==> src/rtl/board_pkg.sv <==
// Shared board-level SDRAM definitions: channel indices, bus widths and the arbiter state set.
// The REFRESH state exists only when SDR_ARB_REFRESH_EN is defined.
package board_pkg;

    localparam int SDR_ADDR_W = 25;
    localparam int SDR_DATA_W = 64;
    localparam int SDR_NUM_CH = 4;

    typedef enum logic [1:0] {
        SDR_CH_CPU    = 2'd0,
        SDR_CH_AUDIO  = 2'd1,
        SDR_CH_BG     = 2'd2,
        SDR_CH_SPRITE = 2'd3
    } sdr_ch_e;

    typedef enum logic [2:0] {
        ST_IDLE    = 3'd0,
        ST_ISSUE   = 3'd1,
        ST_WAIT    = 3'd2,
        ST_RESP    = 3'd3
`ifdef SDR_ARB_REFRESH_EN
        , ST_REFRESH = 3'd4
`endif
    } arb_state_e;

    // Starved requesters form the pool when any exist; lowest index in the pool wins.
    function automatic sdr_ch_e pick_channel(input logic [SDR_NUM_CH-1:0] req,
                                             input logic [SDR_NUM_CH-1:0] starved);
        logic [SDR_NUM_CH-1:0] pool;
        pick_channel = SDR_CH_CPU;
        pool = (|starved) ? starved : req;
        for (int i = SDR_NUM_CH - 1; i >= 0; i--) begin
            if (pool[i]) begin
                pick_channel = sdr_ch_e'(i[1:0]);
            end
        end
    endfunction

endpackage

==> src/rtl/sdr_arb_starve_ctr.sv <==
// Per-channel starvation counter: counts IDLE arbitration losses while the channel requests,
// saturating at STARVE_LIMIT; clears on a win or whenever the request is low.
module sdr_arb_starve_ctr #(
    parameter int STARVE_LIMIT = 64
) (
    input  logic clk_sys,
    input  logic reset_n,
    input  logic req,
    input  logic decide,
    input  logic won,
    output logic starved
);

    localparam int CW = $clog2(STARVE_LIMIT + 1);
    localparam logic [CW-1:0] LIMIT = CW'(STARVE_LIMIT);

    logic [CW-1:0] count_reg;

    always_ff @(posedge clk_sys or negedge reset_n) begin
        if (!reset_n) begin
            count_reg <= '0;
        end else if (!req || (decide && won)) begin
            count_reg <= '0;
        end else if (decide && (count_reg != LIMIT)) begin
            count_reg <= count_reg + 1'b1;
        end
    end

    assign starved = req && (count_reg == LIMIT);

endmodule

==> src/rtl/sdr_channel_arbiter.sv <==
// Four-channel SDRAM read arbiter with starvation guard and single-transaction pipeline.
// Optional refresh path enabled by defining SDR_ARB_REFRESH_EN.
module sdr_channel_arbiter
    import board_pkg::*;
#(
    parameter int STARVE_LIMIT = 64
) (
    input  logic                                  clk_sys,
    input  logic                                  reset_n,
    input  logic [SDR_NUM_CH-1:0]                 ch_req,
    input  logic [SDR_NUM_CH-1:0][SDR_ADDR_W-1:0] ch_addr,
    output logic [SDR_NUM_CH-1:0]                 ch_rdy,
    output logic [SDR_DATA_W-1:0]                 ch_dout,
    output logic                                  mem_req,
    output logic [SDR_ADDR_W-1:0]                 mem_addr,
    input  logic                                  mem_ack,
    input  logic                                  mem_valid,
    input  logic [SDR_DATA_W-1:0]                 mem_data,
    input  logic                                  refresh_req,
    output logic                                  mem_refresh
);

    arb_state_e              state_reg;
    sdr_ch_e                 grant_reg;
    logic                    mem_req_reg;
    logic [SDR_ADDR_W-1:0]   mem_addr_reg;
    logic [SDR_NUM_CH-1:0]   ch_rdy_reg;
    logic [SDR_DATA_W-1:0]   ch_dout_reg;

    logic [SDR_NUM_CH-1:0]   eligible;
    logic [SDR_NUM_CH-1:0]   starved;
    logic [SDR_NUM_CH-1:0]   won_vec;
    sdr_ch_e                 grant_next;
    logic                    refresh_wins;
    logic                    decide;

    // A channel whose completion pulse is showing cannot be re-granted in that cycle.
    assign eligible   = ch_req & ~ch_rdy_reg;
    assign grant_next = pick_channel(eligible, starved & eligible);
    assign won_vec    = 4'b0001 << grant_next;

`ifdef SDR_ARB_REFRESH_EN
    logic mem_refresh_reg;
    assign refresh_wins = refresh_req;
    assign mem_refresh  = mem_refresh_reg;
`else
    logic unused_refresh;
    assign unused_refresh = refresh_req;
    assign refresh_wins   = 1'b0;
    assign mem_refresh    = 1'b0;
`endif

    // Only a real channel grant counts as an arbitration decision for the starve counters.
    assign decide = (state_reg == ST_IDLE) && (|eligible) && !refresh_wins;

    generate
        for (genvar gi = 0; gi < SDR_NUM_CH; gi++) begin : g_starve
            sdr_arb_starve_ctr #(
                .STARVE_LIMIT(STARVE_LIMIT)
            ) u_starve_ctr (
                .clk_sys (clk_sys),
                .reset_n (reset_n),
                .req     (ch_req[gi]),
                .decide  (decide),
                .won     (won_vec[gi]),
                .starved (starved[gi])
            );
        end
    endgenerate

    always_ff @(posedge clk_sys or negedge reset_n) begin
        if (!reset_n) begin
            state_reg    <= ST_IDLE;
            grant_reg    <= SDR_CH_CPU;
            mem_req_reg  <= 1'b0;
            mem_addr_reg <= '0;
            ch_rdy_reg   <= '0;
            ch_dout_reg  <= '0;
`ifdef SDR_ARB_REFRESH_EN
            mem_refresh_reg <= 1'b0;
`endif
        end else begin
            case (state_reg)
                ST_IDLE: begin
`ifdef SDR_ARB_REFRESH_EN
                    if (refresh_req) begin
                        mem_refresh_reg <= 1'b1;
                        state_reg       <= ST_REFRESH;
                    end else
`endif
                    if (|eligible) begin
                        grant_reg    <= grant_next;
                        mem_addr_reg <= ch_addr[grant_next];
                        mem_req_reg  <= 1'b1;
                        state_reg    <= ST_ISSUE;
                    end
                end
                ST_ISSUE: begin
                    if (mem_ack) begin
                        mem_req_reg <= 1'b0;
                        state_reg   <= ST_WAIT;
                    end
                end
                ST_WAIT: begin
                    if (mem_valid) begin
                        ch_dout_reg <= mem_data;
                        ch_rdy_reg  <= 4'b0001 << grant_reg;
                        state_reg   <= ST_RESP;
                    end
                end
                ST_RESP: begin
                    ch_rdy_reg <= '0;
                    state_reg  <= ST_IDLE;
                end
`ifdef SDR_ARB_REFRESH_EN
                ST_REFRESH: begin
                    if (mem_ack) begin
                        mem_refresh_reg <= 1'b0;
                        state_reg       <= ST_IDLE;
                    end
                end
`endif
                default: begin
                    state_reg <= ST_IDLE;
                end
            endcase
        end
    end

    assign mem_req  = mem_req_reg;
    assign mem_addr = mem_addr_reg;
    assign ch_rdy   = ch_rdy_reg;
    assign ch_dout  = ch_dout_reg;

endmodule
==> config.mk <==
export PLATFORM = sky130hd
export DESIGN_NAME = sdr_channel_arbiter
export DESIGN_NICKNAME = d
export VERILOG_FILES = /design/src/rtl/board_pkg.sv /design/src/rtl/sdr_arb_starve_ctr.sv /design/src/rtl/sdr_channel_arbiter.sv
export SDC_FILE = /design/constraint.sdc
export NUM_CORES = 1
export LEC_CHECK = 0
export BUFFER_PORTS_ARGS = -buffer_cell sky130_fd_sc_hd__buf_2
export CAP_MARGIN = 20
export CORE_MARGIN = 2
export CORE_UTILIZATION = 49
export CTS_BUF_LIST = sky130_fd_sc_hd__clkbuf_4 sky130_fd_sc_hd__clkbuf_8 sky130_fd_sc_hd__clkbuf_16
export CTS_CLUSTER_DIAMETER = 80
export DETAILED_ROUTE_END_ITERATION = 7
export HOLD_SLACK_MARGIN = 0.06
export PLACE_DENSITY = 0.84
export SYNTH_ARGS = -nofsm -noshare
export SYNTH_HDL_FRONTEND = slang
export SYNTH_SLANG_ARGS = --single-unit
==> constraint.sdc <==
create_clock -name clk_sys -period 2.6 [get_ports clk_sys]
set_clock_uncertainty 0.15 [all_clocks]
set_input_delay 0.26 -clock clk_sys [delete_from_list [all_inputs] [get_ports clk_sys]]
set_output_delay 0.26 -clock clk_sys [all_outputs]
set_load 0.05 [all_outputs]
==> results.cfg <==
[pwr]
p_total_uw = 12900
intPower_uw = 6600
switching_power_uw = 6300
p_clk_share_pct = 19.1
combPwrFrac_pct = 55.3
switching_share_pct = 48.8
power.leakage_uw = 0.00488
peakVddDrop_mv = 1.05
seqPwrFrac_pct = 25.6
power.density_nw_per_um2 = 1250

[sta]
finalSetupViolations = 33
hold_violations = 0
drv_slew = 0
whs_ns = 0.0697
maxSlewHeadroom_pct = 61.8
fmax_mhz = 367
layout_setup_ws_ns = -0.127
rsz0062_at_grt = true
tightest_slew_ns = 0.573
period_share_pct = 105
fin_crit_ns = 2.73

[die]
die_w_um = 119
start_util_pct = 50.7
die-height_um = 119
core_sq_um = 12700
pin_count = 268
dieArea_sq_um = 14100
rows = 41

[critical_path]
critPathSlowestCell = or4_4
path_class = register to register
crit_path_start_kind = register
crit_family = compound AO/OA/AOI/OAI gates
worst_path_most_repeated_cell = buf_4
path_max_fanout = 12
path_cells = inv_1 > ha_1 > nand4bb_1 > or4_4 > buf_4 > a21oi_2 > o22ai_2 > buf_4 > o31ai_1 > a211oi_2
cp_slowest_stage_delay_ns = 0.45
arrival_ns = 2.86
worstSetupEndpointType = register
crit_buf_inv = 3
crit_required_ns = 2.73

[yosys]
synth_common_cells = dfrtp_1, mux2_2, nor2_1, nand2_1, o211ai_1
synth-edff-count = 0
ys_top_cells_by_area = dfrtp_1, mux2_2, mux2i_1
synth.distinct_cells = 58
ys.warnings.count = 0
syn_nets = 745
syn_area_per_cell_sq_um = 11.5
post-synth-top-count-cell = dfrtp_1
ys.flop_type = dfrtp_1
syn-instance-count = 559
yosysTopAreaCell = dfrtp_1
synth-seq-cells = 126
ys_seq_area_share_pct = 48.8
synth_top_area_share_pct = 48.8
synthArstFlopShare_pct = 100
syn_area_sq_um = 6450

[global_routing]
grt_pass1_wl_um = 34600
grt.overflow.total = 0
grt_busiest_layer = met2
grtUsageMet1_pct = 36.3
grt_max_degree = 67
antenna_found_initial = 2
grt_pass1_vias = 6744
met3_usage_pct = 9.60
grt_usage_pct = 31.5
use_met2_pct = 54.0

[clocking]
root_buffer = clkbuf_16
htree_levels = 4
clock_sinks = 126
clk_latency_ns = 0.42
cts_buffer_depth = 2
cts_buffers = 17
cts_tree = done
clk_pin_slew_ns = 0.06

[outcome]
violations = setup timing
status = finished, violations left

[routing]
vias = 6483
dr.pass1.iters = 5
post-route-drc-count = 0
postRouteAntennaNets = 0
detail_route.wl_per_cell_um = 19.7
drt_iter0_drc = 507
wl_um = 22900
vias_per_cell = 5.57

[placed_design]
gp_congestion = 0.908
dp_hpwl_um = 12800
pre_cts_ws_ns = -0.0728
io_buffer_count = 265
placedCellCount = 1002

[finish]
instances_no_fill = 1164
fin_util_pct = 81.3
layout.nets = 1163
drive_gt1_share_pct = 48.4
largest_register_ffs = 64
syn_to_final_growth_pct = 60.2

[min_path]
hp-class = input pin to register

[job]
cap_violations = 0
-- final timing paths --
check	start	endpoint	slack [ns]	depth (start not counted)
worst min register to register	mem_addr[22]$_DFFE_PN0P_	mem_addr[22]$_DFFE_PN0P_	0.33	2
max in group asynchronous	reset_n	mem_addr[21]$_DFFE_PN0P_	1.49	3
worst max register to register	g_starve[2].u_starve_ctr.count_reg[1]$_DFFE_PN0P_	mem_addr[12]$_DFFE_PN0P_	-0.13	10
worst max-delay path	g_starve[2].u_starve_ctr.count_reg[1]$_DFFE_PN0P_	mem_addr[12]$_DFFE_PN0P_	-0.13	10
worst min-delay path	ch_addr[33]	mem_addr[8]$_DFFE_PN0P_	0.07	3
min in group asynchronous	reset_n	g_starve[3].u_starve_ctr.count_reg[1]$_DFFE_PN0P_	0.12	2
-- tightest hold or removal path: cells and delay by family --
kind / cells / cell delay (ns)
multiplexers: 1 / 0.16
buffers and inverters: 1 / 0.09
AO/OA/AOI/OAI: 1 / 0.09
-- cell families (layout without fill, tap and decap cells) --
group,after synthesis,count (layout),synth area share [%]
simple gates,151,151,11.5
flops,126,126,48.8
mux,104,104,17.6
compound gates,96,96,12.6
buf+inv,46,477,3.78
xor+xnor,22,22,2.99
fa+ha+maj,13,13,2.52
other cells,1,3,0.0581
-- area by class of cell --
cell class | instances | area (sq um)
multi-input cells | 387 | 3270
flip-flops and latches | 126 | 3150
repair buffers | 433 | 3040
clock inverters | 14 | 171
well taps | 172 | 215
clock buffers | 18 | 439
inverters | 12 | 45.0
diodes | 2 | 5.00
fillers | 708 | 2380
-- placed cells by master (no fill, tap or decap), types with 9 or more instances in the layout --
master         instances
buf_2                264
dfrtp_1              126
dlygate4sd3_1        121
mux2_2                66
nor2_1                53
nand2_1               37
buf_4                 35
o211ai_1              30
clkbuf_16             19
nand3_1               18
mux2i_1               17
xor2_1                13
ha_1                  13
mux2_4                12
inv_1                 11
a211oi_2              10
xnor2_1                9
nand4_1                9
o211ai_2               9
-- power by group through the flow --
stage                     clock (uW)  sequential [uW]  combinational (uW)
after floorplan                    0             5760                2240
after global placement             0             3170                6370
after detailed placement           0             3210                6480
after CTS                       2480             3210                6670
after global routing            2590             3370                7440
final                           2470             3300                7130
-- per-stage QoR --
stage / area (sq um) / TNS (ns)
5_1_grt: 10300 / -3.77
3_3_place_gp: 8200 / -0.0497
6_report: 10300 / -1.07
2_1_floorplan: 6450 / 0
3_5_place_dp: 8200 / -0.416
4_1_cts: 10000 / 0
-- repair_timing --
item	4_1_cts	5_1_grt
resized for setup	2	44
buffers inserted	0	5
pin swaps	0	15
hold endpoints to repair	218	7
hold buffers	120	1
gates cloned	0	2
setup endpoints to repair	32	51
-- layer usage --
layer | vias to the layer above | wire (um)
met5 | - | 0
met4 | 0 | 904
met3 | 82 | 1750
met2 | 383 | 11800
met1 | 3161 | 8460
li1 | 2857 | -
No activity file was read; power rests on OpenSTA's default activity.
